$ cat config.mk
export PLATFORM = sky130hd
export DESIGN_NAME = shift_add_multiplier_flat
export DESIGN_NICKNAME = d
export VERILOG_FILES = /design/src/rtl/shift_add_multiplier_if.sv /design/src/rtl/shift_add_multiplier.sv /design/src/flat_wrapper.sv
export SDC_FILE = /design/constraint.sdc
export NUM_CORES = 1
export LEC_CHECK = 0
export CELL_PAD_IN_SITES_DETAIL_PLACEMENT = 0
export CELL_PAD_IN_SITES_GLOBAL_PLACEMENT = 1
export CORE_ASPECT_RATIO = 0.9
export CORE_UTILIZATION = 40
export DETAILED_ROUTE_END_ITERATION = 8
export GPL_TIMING_DRIVEN = 1
export HOLD_SLACK_MARGIN = 0.02
export MAX_ROUTING_LAYER = met4
export PLACE_DENSITY_LB_ADDON = 0.1
export SLEW_MARGIN = 20
export SYNTH_ARGS = -nofsm -noshare
export SYNTH_HDL_FRONTEND = slang
export SYNTH_SLANG_ARGS = --single-unit
$ cat constraint.sdc
create_clock -name CLK -period 3.3 [get_ports CLK]
set_input_delay 0.33 -clock CLK [delete_from_list [all_inputs] [get_ports CLK]]
set_output_delay 0.33 -clock CLK [all_outputs]
set_load 0.005 [all_outputs]
$ cat src/rtl/shift_add_multiplier_if.sv
`default_nettype none
// ============================================================================
// Module  : shift_add_multiplier_if
// Brief   : Request/result bundle for the sequential Booth multiplier.
// Revision: 1.0 - initial release
// ============================================================================
interface shift_add_multiplier_if #(
   parameter int SIZE = 8
);
   logic                  START;
   logic [SIZE-1:0]       A;
   logic [SIZE-1:0]       B;
   logic [2*SIZE-1:0]     S;
   logic                  END_MULT;

   modport master (output START, A, B, input  S, END_MULT);
   modport slave  (input  START, A, B, output S, END_MULT);
endinterface
`default_nettype wire

$ cat src/rtl/shift_add_multiplier.sv
`default_nettype none
// ============================================================================
// Module  : shift_add_multiplier
// Brief   : Signed radix-2 Booth multiplier, one add/shift step per clock.
//           Optional MULT_SELFCHECK_EN adds simulation-only result assertions.
// Revision: 1.0 - initial release
// ============================================================================
module shift_add_multiplier #(
   parameter int SIZE = 8
) (
   input  wire logic                   CLK,
   input  wire logic                   RESET,
   shift_add_multiplier_if.slave       bus
);
   localparam int c_cnt_w = $clog2(SIZE + 1);

   typedef enum logic [1:0] {
      ST_IDLE = 2'd0,
      ST_CALC = 2'd1,
      ST_DONE = 2'd2,
      ST_HOLD = 2'd3
   } state_t;

   state_t               r_state;
   state_t               w_state_nxt;
   logic [SIZE:0]        r_hi;
   logic [SIZE-1:0]      r_lo;
   logic                 r_q;
   logic [SIZE:0]        r_m;
   logic [c_cnt_w-1:0]   r_cnt;
   logic [2*SIZE-1:0]    r_s;
   logic                 r_end;
   logic [SIZE:0]        w_sum;

   always_ff @(posedge CLK) begin
      if (RESET) r_state <= ST_IDLE;
      else       r_state <= w_state_nxt;
   end

   always_comb begin
      w_state_nxt = r_state;
      case (r_state)
         ST_IDLE: if (bus.START) w_state_nxt = ST_CALC;
         ST_CALC: if (r_cnt == c_cnt_w'(1)) w_state_nxt = ST_DONE;
         ST_DONE: w_state_nxt = ST_HOLD;
         ST_HOLD: if (!bus.START) w_state_nxt = ST_IDLE;
         default: w_state_nxt = ST_IDLE;
      endcase
   end

   // Booth recoding of the current bit pair {LO[0], Q}
   always_comb begin
      w_sum = r_hi;
      case ({r_lo[0], r_q})
         2'b01:   w_sum = r_hi + r_m;
         2'b10:   w_sum = r_hi - r_m;
         default: w_sum = r_hi;
      endcase
   end

   always_ff @(posedge CLK) begin
      if (RESET) begin
         r_hi  <= '0;
         r_lo  <= '0;
         r_q   <= 1'b0;
         r_m   <= '0;
         r_cnt <= '0;
         r_s   <= '0;
         r_end <= 1'b0;
      end else begin
         r_end <= (r_state == ST_DONE);
         case (r_state)
            ST_IDLE: begin
               if (bus.START) begin
                  r_hi  <= '0;
                  r_lo  <= bus.B;
                  r_q   <= 1'b0;
                  r_m   <= {bus.A[SIZE-1], bus.A};
                  r_cnt <= c_cnt_w'(SIZE);
               end
            end
            ST_CALC: begin
               // arithmetic right shift of {sum, LO, Q}
               r_hi  <= {w_sum[SIZE], w_sum[SIZE:1]};
               r_lo  <= {w_sum[0], r_lo[SIZE-1:1]};
               r_q   <= r_lo[0];
               r_cnt <= r_cnt - c_cnt_w'(1);
            end
            ST_DONE: r_s <= {r_hi[SIZE-1:0], r_lo};
            default: ;
         endcase
      end
   end

   assign bus.S        = r_s;
   assign bus.END_MULT = r_end;

`ifdef MULT_SELFCHECK_EN
   logic [SIZE-1:0] r_a_copy;
   logic [SIZE-1:0] r_b_copy;
   logic            r_end_d;

   always_ff @(posedge CLK) begin
      if (RESET) begin
         r_a_copy <= '0;
         r_b_copy <= '0;
         r_end_d  <= 1'b0;
      end else begin
         if (r_state == ST_IDLE && bus.START) begin
            r_a_copy <= bus.A;
            r_b_copy <= bus.B;
         end
         r_end_d <= r_end;
         if (r_end) begin
            a_product: assert ($signed(r_s) == $signed(r_a_copy) * $signed(r_b_copy))
               else $error("product wrong: S=%h", r_s);
         end
         a_single_pulse: assert (!(r_end && r_end_d))
            else $error("END_MULT high two cycles in a row");
      end
   end
`else
`endif

endmodule
`default_nettype wire

$ cat src/flat_wrapper.sv
// flat-port wrapper written by rule: the top's interface ports become plain ports
module shift_add_multiplier_flat 
#(
   parameter int SIZE = 8
)
  (CLK, RESET, bus_START, bus_A, bus_B, bus_S, bus_END_MULT);
  shift_add_multiplier_if #(.SIZE(SIZE)) bus_i ();
  input  wire logic CLK;
  input  wire logic RESET;
  input wire logic [$bits(bus_i.START)-1:0] bus_START;
  input wire logic [$bits(bus_i.A)-1:0] bus_A;
  input wire logic [$bits(bus_i.B)-1:0] bus_B;
  output wire logic [$bits(bus_i.S)-1:0] bus_S;
  output wire logic [$bits(bus_i.END_MULT)-1:0] bus_END_MULT;
  assign bus_i.START = bus_START;
  assign bus_i.A = bus_A;
  assign bus_i.B = bus_B;
  assign bus_S = bus_i.S;
  assign bus_END_MULT = bus_i.END_MULT;
  shift_add_multiplier #(.SIZE(SIZE)) u_core (.CLK(CLK), .RESET(RESET), .bus(bus_i));
endmodule
==> results_dict.tcl, run 1 <==
set metrics [dict create \
    antenna_found_initial 0 \
    layout_min_cycle_time_ns 2.68 \
    synth_area_leaders "dfxtp_1 37%, mux2i_1 11%, ha_1 7.8%" \
    crit_path_start_kind "flop" \
    vias 2172 \
    syn_nets 335 \
    power_w 0.00249 \
    ys_seq_area_share_pct 37.4 \
    cp.arrival_ns 2.90 \
    die_area_mm2 0.00675 \
    crit_top_cell "ha_1" \
    rows 27 \
    clockBufferDepth 2 \
    rsz0062_at_grt "false" \
    area_growth_pct 18.6 \
    diodes 0 \
    synth_flop_cell "dfxtp_1" \
    cpPeakStageDelay_ns 0.46 \
    fin_tns_setup_ns 0 \
    slew_viol_final 0 \
    ff2ff_path_depth 9 \
    dr.pass1.iters 4 \
    leakage_nw 1.10 \
    synth_edf_count 0 \
    routed-wl-met3_um 151 \
    cts-resized-gates 0 \
    cts_sinks 48 \
    slowest_stage "or4_1" \
    drtAntennaViolNets 0 \
    maxCapViolations 0 \
    synth_cell_types 43 \
    path_clk_slew_ns 0.08 \
    vdd_drop_max_mv 0.399 \
    initial_core_util_pct 41.8 \
    dpl_cell_area_mm2 0.00297 \
    hold-path-endpoint "u_core.r_m[5]" \
    skew_ns 0.00656 \
    die_width_um 86.5 \
    required_ns 3.52 \
    cts_hold_repair.buffers 0 \
    yosysTopAreaCellShare_pct 37.4 \
    routed.top_layer "met4" \
    synth_top_cell_by_area "dfxtp_1" \
    worst-setup-path-type "flop to flop" \
    r2r_end "u_core.r_hi[4]" \
    r2r_start "u_core.r_lo[0]" \
    cts_made_buffers 5 \
    clock-root-buffer "clkbuf_8" \
    path_max_fanout 10 \
    synth.cell_area_mm2 0.00257 \
    setup_violations 0 \
    hold_slack_ns 0.490 \
    wl_met2_um 2380 \
    grt_pass1_vias 2054 \
    wl_per_cell_um 13.5 \
    grt_pass1_wl_um 9780 \
    dp_hpwl_um 3880 \
    postRouteWirelength_um 5560 \
    final_area_mm2 0.00305 \
    grt_usage_pct 18.9 \
    powerDensity_mw_per_mm2 816 \
    hold_viol_final 0 \
    drive_gt1_share_pct 4.60 \
    grt_overflow 0 \
    drc 0 \
    clkLatencyLatePin_ns 0.30 \
    cts_htree_levels 2 \
    syn_avg_cell_area_um2 8.60 \
    postSynthCellCount 299 \
    async_flop_share_pct 0 \
    crit_chain "ha_1, mux2_2, inv_1, ha_1, nor2b_4, o31a_1, o21a_1, or4_1, o211ai_1" \
    cts_tree "built" \
    final_core_util_pct 49.6 \
    gp_congestion 0.732 \
    reg2reg_setup_slack_ns 0.62 \
    fmax_ghz 0.373 \
    period_share_pct 81.2 \
    wl_met1_um 2950 \
    outcome "finished, final reports clean" \
    ys_warn_count 0 \
    worst_slew_pin_slew_ns 0.964 \
    grt_max_degree 52 \
    min_path_type "flop to flop" \
    dieHeight_um 78.0 \
    worstHoldStart "u_core.r_m[5]" \
    hold_path_depth 2 \
    relSlewSlack_pct 35.7 \
    boundaryPins 36 \
    numPortBuffers 35 \
    fin_nets 362 \
    crit_path_end_kind "flop" \
    cts_post_setup_buffers_inserted 0 \
    routed_via_density 5.26 \
    core_area_mm2 0.00615 \
    ys_ff_latch 48 \
    drtIter0Drc 132 \
]
[layer usage]
metal	GRT usage, %	vias to the layer above
met5	-	-
met4	5.67	0
met2	27.8	32
met1	26.6	1017
met3	3.15	10
li1	-	1113
[how the worst max path moves through the flow]
stage / depth (start not counted) / end / slack [ns] / from
after floorplan: 10 / u_core.r_hi[4] / 0.72 / u_core.r_lo[0]
after global placement: 9 / u_core.r_hi[4] / 0.68 / u_core.r_lo[0]
after detailed placement: 9 / u_core.r_hi[4] / 0.65 / u_core.r_lo[0]
after CTS: 9 / u_core.r_hi[4] / 0.62 / u_core.r_lo[0]
after global routing: 9 / u_core.r_hi[4] / 0.44 / u_core.r_lo[0]
final: 9 / u_core.r_hi[4] / 0.62 / u_core.r_lo[0]
[area by class of cell]
| class | instances | area (µm²) |
|---|---|---|
| Clock buffer | 6 | 72.6 |
| Tap cell | 87 | 109 |
| Fill cell | 638 | 3100 |
| Timing Repair Buffer | 38 | 368 |
| Inverter | 11 | 41.3 |
| Clock inverter | 1 | 5.00 |
| Sequential cell | 48 | 961 |
| Multi-Input combinational cell | 222 | 1490 |
[cell families after synthesis]
kind of cell             share of synthesized area [%]
buffers and inverters                             4.67
AO/OA/AOI/OAI                                     17.3
AND/OR/NAND/NOR                                   18.4
multiplexers                                      11.0
XOR/XNOR                                          2.73
adder cells (fa/ha/maj)                           8.57
flip-flops                                        37.4
[sequential cells by signal, summed over array words and instances (netlist names)]
register	cells
u_core.bus.S	16
u_core.r_hi	8
u_core.r_lo	8
u_core.r_m	8
u_core.r_cnt	4
u_core.r_state	2
u_core.bus.END_MULT	1
u_core.r_q	1
[synthesized netlist by cell type (3+ instances only)]
cell	count
nand2b_1	3
a221oi_1	3
o21ai_0	7
a21oi_1	19
xnor2_1	6
a22oi_1	3
nor2b_1	3
dfxtp_1	48
buf_2	6
a32oi_1	3
a211oi_1	13
mux2i_1	27
inv_1	11
nand2_1	20
o21a_1	8
ha_1	16
nand3_1	13
nor2_1	47
clkbuf_1	9
nor3_1	7
[cell usage in the layout (no fill, tap or decap), types with 5 or more instances in the layout]
master / count
a211oi_1: 13
a21oi_1: 19
clkbuf_8: 5
clkdlybuf4s50_1: 34
dfxtp_1: 48
ha_1: 15
inv_1: 11
mux2i_1: 27
nand2_1: 20
nand3_1: 13
nor2_1: 47
nor3_1: 7
o21a_1: 8
o21ai_0: 7
xnor2_1: 6
[per-stage QoR]
stage                     setup slack (ns)  instances
after global placement               0.679        406
after global routing                 0.438        413
final                                0.619        413
after CTS                            0.615        413
after floorplan                      0.724        299
after detailed placement             0.647        406
[critical path, delay by kind of cell (launching register included)]
kind,cells,cell delay (ns)
compound gates,3,0.55
fa+ha+maj,2,0.61
buf+inv,1,0.06
flops,1,0.38
mux,1,0.41
simple gates,2,0.58
[where the power goes]
part	leakage, nW	internal, W	total (W)	switching (W)
sequential	0.391	0.000700	0.000817	0.000117
combinational	0.667	0.000593	0.00134	0.000745
clock	0.0410	0.000145	0.000333	0.000189
total	1.10	0.00144	0.00249	0.00105
No activity file was read; power rests on OpenSTA's default activity.
==> run 2, diff against run 1 <==
--- a/config.mk
+++ b/config.mk
@@ -8,7 +8,7 @@
 export CELL_PAD_IN_SITES_DETAIL_PLACEMENT = 0
 export CELL_PAD_IN_SITES_GLOBAL_PLACEMENT = 1
 export CORE_ASPECT_RATIO = 0.9
-export CORE_UTILIZATION = 40
+export CORE_UTILIZATION = 37
 export DETAILED_ROUTE_END_ITERATION = 8
 export GPL_TIMING_DRIVEN = 1
 export HOLD_SLACK_MARGIN = 0.02
==> constraint.sdc (replaced) <==
create_clock -name CLK -period 2.4 [get_ports CLK]
set_input_delay 0.24 -clock CLK [delete_from_list [all_inputs] [get_ports CLK]]
set_output_delay 0.24 -clock CLK [all_outputs]
set_load 0.005 [all_outputs]
==> results_dict.tcl, run 2 (synthesis results as in run 1) <==
set metrics [dict create \
    initial_core_util_pct 38.6 \
    skew_ns 0.00571 \
    dieHeight_um 81.1 \
    setup_violations 0 \
    grt_overflow 0 \
    worst-setup-path-type "flop to flop" \
    grt_most_used_layer "met2" \
    outcome "finished, final reports clean" \
    clockBufferDepth 2 \
    postRouteWirelength_um 5790 \
    use_met2_pct 26.6 \
    crit_path_start_kind "flop" \
    antenna_found_initial 0 \
    drtIter0Drc 78 \
    vdd_drop_max_mv 0.494 \
    path_clk_slew_ns 0.09 \
    hold_viol_final 0 \
    grt_max_degree 29 \
    cp.arrival_ns 2.52 \
    gp_congestion 0.775 \
    grt.met1_usage_pct 23.3 \
    rsz0062_at_grt "true" \
    hold_slack_ns 0.407 \
    slew_viol_final 0 \
    layout_min_cycle_time_ns 2.31 \
    crit_start "u_core.r_m[0]" \
    layout_commonest_cell "nor2_1" \
    intPower_w 0.00231 \
    final_core_util_pct 49.6 \
    worst_slew_pin_slew_ns 0.530 \
    fin_tns_setup_ns 0 \
    area_growth_pct 28.5 \
    crit_chain "inv_1, ha_4, mux2_4, inv_2, ha_1, nor2b_4, o31a_1, o21a_1, or4_1, o211ai_1" \
    rows 28 \
    die_area_mm2 0.00728 \
    path_max_fanout 2 \
    dp_hpwl_um 4080 \
    fin_nets 380 \
    cts_made_buffers 5 \
    p_switching_w 0.00152 \
    switching_share_pct 39.7 \
    worstHoldStart "RESET" \
    cts_sinks 48 \
    drive_gt1_share_pct 14.9 \
    min_path_type "input pin to flop" \
    powerDensity_mw_per_mm2 1160 \
    wl_per_cell_um 13.4 \
    use_met3_pct 3.09 \
    drtAntennaViolNets 0 \
    routed_via_density 5.09 \
    largest_reg_flops 16 \
    clkLatencyLatePin_ns 0.29 \
    r2r_start "u_core.r_m[0]" \
    p_comb_share_pct 56.1 \
    diodes 0 \
    core_area_mm2 0.00666 \
    cts_tree "built" \
    seq_power_share_pct 29.5 \
    cts_htree_levels 2 \
    maxCapViolations 0 \
    grt_pass1_wl_um 9660 \
    clockPowerShare_pct 14.4 \
    final_cell_mix "45 x nor2_1, 44 x dfxtp_1, 34 x clkdlybuf4s50_1" \
    grt_pass1_vias 1955 \
    cpPeakStageDelay_ns 0.39 \
    slowest_stage "or4_1" \
    boundaryPins 36 \
    die_width_um 89.9 \
    fmax_ghz 0.433 \
    required_ns 2.61 \
    dr.pass1.iters 4 \
    clock-root-buffer "clkbuf_8" \
    period_share_pct 96.2 \
    drc 0 \
    ff2ff_path_depth 10 \
    grt_usage_pct 17.3 \
    vias 2206 \
    relSlewSlack_pct 64.7 \
    numPortBuffers 35 \
    leakage_nw 1.22 \
    crit_path_end_kind "flop" \
    hold_path_depth 2 \
]
==> run 2: per-layer routing <==
metal | vias to the layer above | wire length, µm
met5 | - | 0
li1 | 1153 | -
met2 | 25 | 2550
met3 | 5 | 132
met1 | 1023 | 3060
met4 | 0 | 44
==> run 2: stage by stage <==
stage / setup slack, ns / std cells / cell area [µm²] / total power [W]
2_1_floorplan: 0.00340 / 299 / 2590 / 0.00259
3_3_place_gp: 0.0471 / 425 / 3100 / 0.00316
3_5_place_dp: 0.0220 / 425 / 3100 / 0.00316
4_1_cts: 0.00255 / 431 / 3210 / 0.00375
5_1_grt: -0.00932 / 433 / 3300 / 0.00417
6_report: 0.0903 / 433 / 3300 / 0.00384
==> run 2: cell type report <==
type | instances | area (µm²)
fill | 663 | 3350
multi-input combinational | 222 | 1570
clock inverter | 1 | 30.0
timing repair buffer | 56 | 510
inverter | 11 | 41.3
tap | 90 | 113
clock buffer | 5 | 68.8
sequential | 48 | 966
==> run 2: power by group through the flow <==
stage	registers (W)	clock network, W	logic, W
CTS	0.00112	0.000574	0.00206
global placement	0.00114	0	0.00202
global route	0.00116	0.000614	0.00240
detailed placement	0.00114	0	0.00202
floorplan	0.00110	0	0.00149
finish	0.00113	0.000554	0.00215
==> run 2: worst paths after layout <==
check             slack (ns)         endpoint
setup / recovery        0.09   u_core.r_hi[4]
hold / removal          0.41  u_core.r_cnt[1]
setup reg to reg        0.09   u_core.r_hi[4]
hold reg to reg         0.49  u_core.bus.S[3]
==> run 2: worst max-delay path, delay by kind of cell, from the launching register on <==
| family | cells | cell delay, ns |
|---|---|---|
| multiplexers | 1 | 0.27 |
| flip-flops | 1 | 0.32 |
| adder cells (fa/ha/maj) | 2 | 0.41 |
| AO/OA/AOI/OAI | 3 | 0.55 |
| AND/OR/NAND/NOR | 2 | 0.52 |
| buffers and inverters | 2 | 0.15 |
==> run 2: timing repair <==
item                                    4_1_cts  5_1_grt
hold buffers                                  0        0
buffers inserted                              0        2
gates resized for setup                       5       18
pin swaps                                     4       17
gates cloned                                  0        0
endpoints found under the setup margin        2        5
==> run 3, diff against run 2 <==
--- a/config.mk
+++ b/config.mk
@@ -14,7 +14,7 @@
 export HOLD_SLACK_MARGIN = 0.02
 export MAX_ROUTING_LAYER = met4
 export PLACE_DENSITY_LB_ADDON = 0.1
-export SLEW_MARGIN = 20
+export SLEW_MARGIN = 40
 export SYNTH_ARGS = -nofsm -noshare
 export SYNTH_HDL_FRONTEND = slang
 export SYNTH_SLANG_ARGS = --single-unit
==> results of run 3 <==
The final DEF is identical to that of run 2; final timing and power are the same.
